`config.mk`:
```
export PLATFORM = sky130hd
export DESIGN_NAME = arms_launcher
export DESIGN_NICKNAME = d
export VERILOG_FILES = /design/src/rtl/arms_launcher.sv
export SDC_FILE = /design/constraint.sdc
export NUM_CORES = 1
export LEC_CHECK = 0
export BUFFER_PORTS_ARGS = -buffer_cell sky130_fd_sc_hd__buf_4
export CELL_PAD_IN_SITES_DETAIL_PLACEMENT = 0
export CELL_PAD_IN_SITES_GLOBAL_PLACEMENT = 2
export CORE_MARGIN = 2
export CORE_UTILIZATION = 35
export DETAILED_ROUTE_END_ITERATION = 10
export GPL_ROUTABILITY_DRIVEN = 1
export GPL_TIMING_DRIVEN = 0
export PLACE_DENSITY_LB_ADDON = 0.1
export SLEW_MARGIN = 40
export SYNTH_ARGS = -nofsm -noshare
export SYNTH_HDL_FRONTEND = slang
export SYNTH_SLANG_ARGS = --single-unit
```
`constraint.sdc`:
```
create_clock -name clk -period 5.6 [get_ports clk]
set_input_delay 0.56 -clock clk [delete_from_list [all_inputs] [get_ports clk]]
set_output_delay 0.56 -clock clk [all_outputs]
set_load 0.1 [all_outputs]
```
`src/rtl/arms_launcher.sv`:
```
// Multi-slot arcing projectile generator for one player; also tracks the opponent's HP.
// Each slot climbs to the apex, falls, and is retired on a hit, a side bound or the ground.
module arms_launcher #(
  parameter int SLOTS     = 2,
  parameter int DIR_RIGHT = 1,
  parameter int COORD_W   = 7,
  parameter int HP_W      = 8,
  parameter int HP_INIT   = 100,
  parameter int DAMAGE    = 10,
  parameter int APEX_Y    = 21,
  parameter int GROUND_Y  = 39,
  parameter int X_MAX     = 62,
  parameter int X_MIN     = 2,
  parameter int HIT_XL    = 2,
  parameter int HIT_XR    = 2,
  parameter int HIT_YT    = 2,
  parameter int HIT_YB    = 3,
  parameter int COOLDOWN  = 4
) (
  input  logic                     clk,
  input  logic                     rst,
  input  logic                     tick_slow,
  input  logic                     tick_fast,
  input  logic                     fire,
  input  logic [2:0]               state,
  input  logic [COORD_W-1:0]       own_x,
  input  logic [COORD_W-1:0]       own_y,
  input  logic [COORD_W-1:0]       opp_x,
  input  logic [COORD_W-1:0]       opp_y,
  output logic [SLOTS*COORD_W-1:0] arms_x,
  output logic [SLOTS*COORD_W-1:0] arms_y,
  output logic [SLOTS-1:0]         arms_active,
  output logic [HP_W-1:0]          opp_hp,
  output logic                     hit_pulse
);

  localparam logic [2:0] ST_GAME = 3'd1;
  localparam int CD_W  = (COOLDOWN < 2) ? 1 : $clog2(COOLDOWN + 1);
  localparam int SW    = COORD_W + 1;
  localparam int DMG_W = HP_W + 3;
  localparam logic signed [SW-1:0] HXL = SW'(HIT_XL);
  localparam logic signed [SW-1:0] HXR = SW'(HIT_XR);
  localparam logic signed [SW-1:0] HYT = SW'(HIT_YT);
  localparam logic signed [SW-1:0] HYB = SW'(HIT_YB);

  typedef enum logic [1:0] {IDLE, UP, DOWN} slot_state_t;

  slot_state_t          slot_state_reg [SLOTS];
  logic [COORD_W-1:0]   x_reg [SLOTS];
  logic [COORD_W-1:0]   y_reg [SLOTS];
  logic [SLOTS-1:0]     active_reg;
  logic [SLOTS-1:0]     launch_sel;
  logic [SLOTS-1:0]     hit_vec;
  logic                 fire_q_reg;
  logic [CD_W-1:0]      cooldown_reg;
  logic [HP_W-1:0]      hp_reg;
  logic                 hit_pulse_reg;
  logic                 in_game;
  logic                 launch_ok;
  logic                 sel_found;
  logic [COORD_W-1:0]   anchor_x;
  logic [DMG_W-1:0]     damage;
  logic [HP_W-1:0]      hp_next;
  logic signed [SW-1:0] opp_xs;
  logic signed [SW-1:0] opp_ys;

  assign in_game   = (state == ST_GAME);
  assign anchor_x  = (DIR_RIGHT != 0) ? own_x + COORD_W'(1) : own_x - COORD_W'(1);
  assign launch_ok = in_game && fire && !fire_q_reg && (cooldown_reg == '0) && !(&active_reg);
  assign opp_xs    = signed'({1'b0, opp_x});
  assign opp_ys    = signed'({1'b0, opp_y});

  // Lowest-index idle slot wins the launch.
  always_comb begin
    launch_sel = '0;
    sel_found  = 1'b0;
    for (int i = 0; i < SLOTS; i++) begin
      if (launch_ok && !sel_found && !active_reg[i]) begin
        launch_sel[i] = 1'b1;
        sel_found     = 1'b1;
      end
    end
  end

  always_comb begin
    damage = '0;
    for (int i = 0; i < SLOTS; i++) begin
      if (hit_vec[i]) damage = damage + DMG_W'(DAMAGE);
    end
    hp_next = ({3'b000, hp_reg} > damage) ? hp_reg - HP_W'(damage) : '0;
  end

  generate
    for (genvar gi = 0; gi < SLOTS; gi++) begin : g_slot
      logic signed [SW-1:0] xs;
      logic signed [SW-1:0] ys;
      logic                 in_box;
      logic                 out_of_bounds;
      logic [COORD_W-1:0]   x_step;

      assign xs     = signed'({1'b0, x_reg[gi]});
      assign ys     = signed'({1'b0, y_reg[gi]});
      assign in_box = (xs >= opp_xs - HXL) && (xs <= opp_xs + HXR) &&
                      (ys >= opp_ys - HYT) && (ys <= opp_ys + HYB);
      assign out_of_bounds = ((DIR_RIGHT != 0) ? (x_reg[gi] >= COORD_W'(X_MAX))
                                               : (x_reg[gi] <= COORD_W'(X_MIN))) ||
                             (y_reg[gi] >= COORD_W'(GROUND_Y));
      assign x_step  = (DIR_RIGHT != 0) ? x_reg[gi] + COORD_W'(1) : x_reg[gi] - COORD_W'(1);
      assign hit_vec[gi] = in_game && tick_fast && (slot_state_reg[gi] == DOWN) && in_box;

      always_ff @(posedge clk) begin
        if (rst || !in_game) begin
          slot_state_reg[gi] <= IDLE;
          active_reg[gi]     <= 1'b0;
          x_reg[gi]          <= anchor_x;
          y_reg[gi]          <= own_y;
        end else begin
          case (slot_state_reg[gi])
            IDLE: begin
              if (launch_sel[gi]) begin
                slot_state_reg[gi] <= UP;
                active_reg[gi]     <= 1'b1;
              end else begin
                x_reg[gi] <= anchor_x;
                y_reg[gi] <= own_y;
              end
            end
            UP: begin
              if (tick_fast) begin
                x_reg[gi] <= x_step;
                if (y_reg[gi] <= COORD_W'(APEX_Y)) slot_state_reg[gi] <= DOWN;
                else y_reg[gi] <= y_reg[gi] - COORD_W'(1);
              end
            end
            DOWN: begin
              if (tick_fast) begin
                // A hit freezes the slot in place; the anchor reappears one cycle later.
                if (in_box || out_of_bounds) begin
                  slot_state_reg[gi] <= IDLE;
                  active_reg[gi]     <= 1'b0;
                end else begin
                  x_reg[gi] <= x_step;
                  y_reg[gi] <= y_reg[gi] + COORD_W'(1);
                end
              end
            end
            default: begin
              slot_state_reg[gi] <= IDLE;
              active_reg[gi]     <= 1'b0;
            end
          endcase
        end
      end

      assign arms_x[gi*COORD_W +: COORD_W] = x_reg[gi];
      assign arms_y[gi*COORD_W +: COORD_W] = y_reg[gi];
    end
  endgenerate

  always_ff @(posedge clk) begin
    fire_q_reg <= rst ? 1'b0 : fire;
    if (rst || !in_game) begin
      hp_reg        <= HP_W'(HP_INIT);
      cooldown_reg  <= '0;
      hit_pulse_reg <= 1'b0;
    end else begin
      hp_reg        <= hp_next;
      hit_pulse_reg <= |hit_vec;
      if (launch_ok) cooldown_reg <= CD_W'(COOLDOWN);
      else if (tick_slow && (cooldown_reg != '0)) cooldown_reg <= cooldown_reg - CD_W'(1);
    end
  end

  assign arms_active = active_reg;
  assign opp_hp      = hp_reg;
  assign hit_pulse   = hit_pulse_reg;

endmodule

```
==> results.yml <==
logic_synthesis:
  synthArstFlopShare: 0
  synth_commonest_cells: "ha_1 (71), nand2_1 (40), nor2_1 (35)"
  synth_seq_area_share: 0.267
  synth_top_area_frac: 0.207
  yosys_warnings: 0
  yosysMostFrequentCell: "ha_1"
  synth-seq-cells: 46
  synth.distinct_cells: 66
  syn_nets: 625
  syn_avg_cell_area_um2: 8.99
  syn_area_um2: 4650
  synth_top_area_cell: "edfxtp_1"
  ys_top_cells_by_area: "edfxtp_1 (21%), ha_1 (19%), dfxtp_1 (6.0%)"
  synth-edff-count: 32
  netlist_instances: 517
  ys.flop_type: "edfxtp_1"
cts:
  hold_buffers: 0
  cts_sinks: 46
  h-tree-depth: 2
  path_clk_slew_ns: 0.06
  cts-buffers-inserted: 5
  insertion_delay_ns: 0.29
  clockRootBuffer: "clkbuf_16"
  cts_buffer_depth: 2
  cts_tree: "done"
critical_path:
  cp.required_ns: 5.78
  worstSetupPathType: "in2reg"
  rrSetupSlack_ns: 0.81
  startpoint: "opp_y[0]"
  endpoint_kind: "flop"
  timing.rr.start: "y_reg[1][0]$_DFFE_PP_"
  r2r_cells: 19
  startpoint_type: "input pin"
  reg2reg_to: "opp_hp[4]$_SDFF_PP0_"
  critPathMaxFanout: 4
  worstPathArrival_ns: 5.45
die:
  row_count: 42
  die_area_um2: 14200
  die_x_um: 119
  io_pins: 75
  core_area_um2: 13100
  initial_utilization: 0.355
  die_y_um: 119
min_path:
  min_path_cells: 2
  min_from: "rst"
  min_to: "fire_q_reg$_SDFF_PP0_"
  hp-class: "in2reg"
cells_and_area:
  finalInstanceArea_um2: 5630
  diodes: 0
  utilization: 0.430
  n_fill_cell: 1327
  final_nets: 702
  drive_gt1_frac: 0.183
  syn_to_final_growth_pct: 21.0
detailed_routing:
  dr.pass1.iters: 4
  ant_nets: 0
  drt-initial-drc-count: 177
  dr_total_vias: 4006
  drt-total-wl_um: 12600
  vias_per_cell: 5.20
  drc: 0
  wire_per_inst_um: 16.4
sta:
  fin_skew_ns: 0.00493
  slew_headroom: 0.506
  post-route-period-util: 0.941
  fmax_mhz: 190
  tightestPinTransition_ns: 0.740
  setup_viol: 0
  hold_viol_final: 0
  setup_tns_ns: 0
  final-max-slew-violation-count: 0
  fin_crit_ns: 5.27
placement:
  port_buffers: 69
  placed_cell_area_um2: 5390
  dp_hpwl_um: 10100
  globalplace.congestion: 0.777
power:
  leakage_nw: 2.39
  peakVddDrop_mv: 0.129
  power.density_nw_per_um2: 222
  power_w: 0.00125
global_routing:
  grt_usage: 0.180
  grt_antenna_before_repair: 0
  overflow: 0
  grt_pass1_wl_um: 20500
  grt_max_degree: 16
  grt_pass1_vias: 3999
job:
  maxCapViolCount: 0
status:
  status: "finished, final reports clean"
-- what timing repair did --
| action | CTS | global route |
|---|---|---|
| setup endpoints to repair | 4 | 6 |
| pin swaps | 0 | 3 |
| buffers inserted | 0 | 1 |
| gates resized for setup | 1 | 5 |
-- final cells by class --
cell class              count  area (um2)  area share
multi-input cells         434        3290       0.585
flip-flops and latches     46        1240       0.221
repair buffers             70         526      0.0934
well taps                 176         220      0.0391
clock buffers               5         125      0.0222
inverters                  24        90.1      0.0160
clock inverters             3        68.8      0.0122
plain buffers              13        63.8      0.0113
-- worst max-delay path by stage --
stage	endpoint	slack, ns
after global placement	opp_hp[3]$_SDFF_PP0_	-0.34
after global routing	opp_hp[3]$_SDFF_PP0_	-0.01
after floorplan	opp_hp[3]$_SDFF_PP0_	0.69
after CTS	opp_hp[3]$_SDFF_PP0_	0.06
final	opp_hp[4]$_SDFF_PP0_	0.33
after detailed placement	opp_hp[3]$_SDFF_PP0_	-0.37
-- power breakdown --
group,internal (W),switching (W),total [W]
Clock,0.000257,0.000135,0.000392
Sequential,0.000384,0.0000447,0.000428
Combinational,0.000151,0.000276,0.000427
Total,0.000791,0.000455,0.00125
-- critical path, stage by stage --
cell	delay, ns
buf_4	0.13
inv_1	0.10
ha_1	0.25
nand3b_1	0.18
xor2_1	0.25
ha_1	0.30
a2111oi_0	0.41
a21oi_1	0.15
nor4_1	0.47
nand2_1	0.21
or3_1	0.43
ha_1	0.32
ha_1	0.15
inv_1	0.05
fa_1	0.40
a21o_1	0.18
a21oi_2	0.19
a41oi_1	0.08
or4_1	0.44
nand2_1	0.13
nor2_1	0.06
-- routing by layer --
layer	wire length, um	GRT usage	vias up	part of all wire
li1	-	-	2059	-
met2	5980	0.310	61	0.47
met5	0	0	-	0
met4	102	0.0327	0	0.0081
met3	389	0.0196	7	0.031
met1	6170	0.246	1879	0.49
-- cells by family after synthesis --
kind of cell / Yosys count / share of synthesized area
and+or+nand+nor: 185 / 0.210
AOI/OAI and AO/OA: 111 / 0.166
other: 1 / 0.000807
buffers and inverters: 37 / 0.0331
DFF: 46 / 0.267
muxes: 19 / 0.0412
xor gates and xnor gates: 46 / 0.0867
adders and majority gates: 72 / 0.195
-- cells in the final DEF, fill, tap and decap left out, types with 8 or more instances in the layout --
master    count
mux2i_1      18
a21o_1       16
edfxtp_1     32
dfxtp_1      14
o21ai_0      18
a21oi_1      25
nand3_1      25
clkbuf_1      8
ha_1         71
nand2_1      40
nor3_1       15
nor2_1       35
xnor2_1      25
buf_4        71
inv_1        24
and3_1       11
xor2_1       19
-- through the flow --
stage | instances | hold WS, ns | worst slack [ns]
2_1_floorplan | 517 | 0.479 | 0.689
3_3_place_gp | 762 | 0.456 | -0.339
3_5_place_dp | 762 | 0.464 | -0.375
4_1_cts | 770 | 0.436 | 0.0565
5_1_grt | 771 | 0.441 | -0.0112
6_report | 771 | 0.440 | 0.333
No activity file was read; power rests on OpenSTA's default activity.
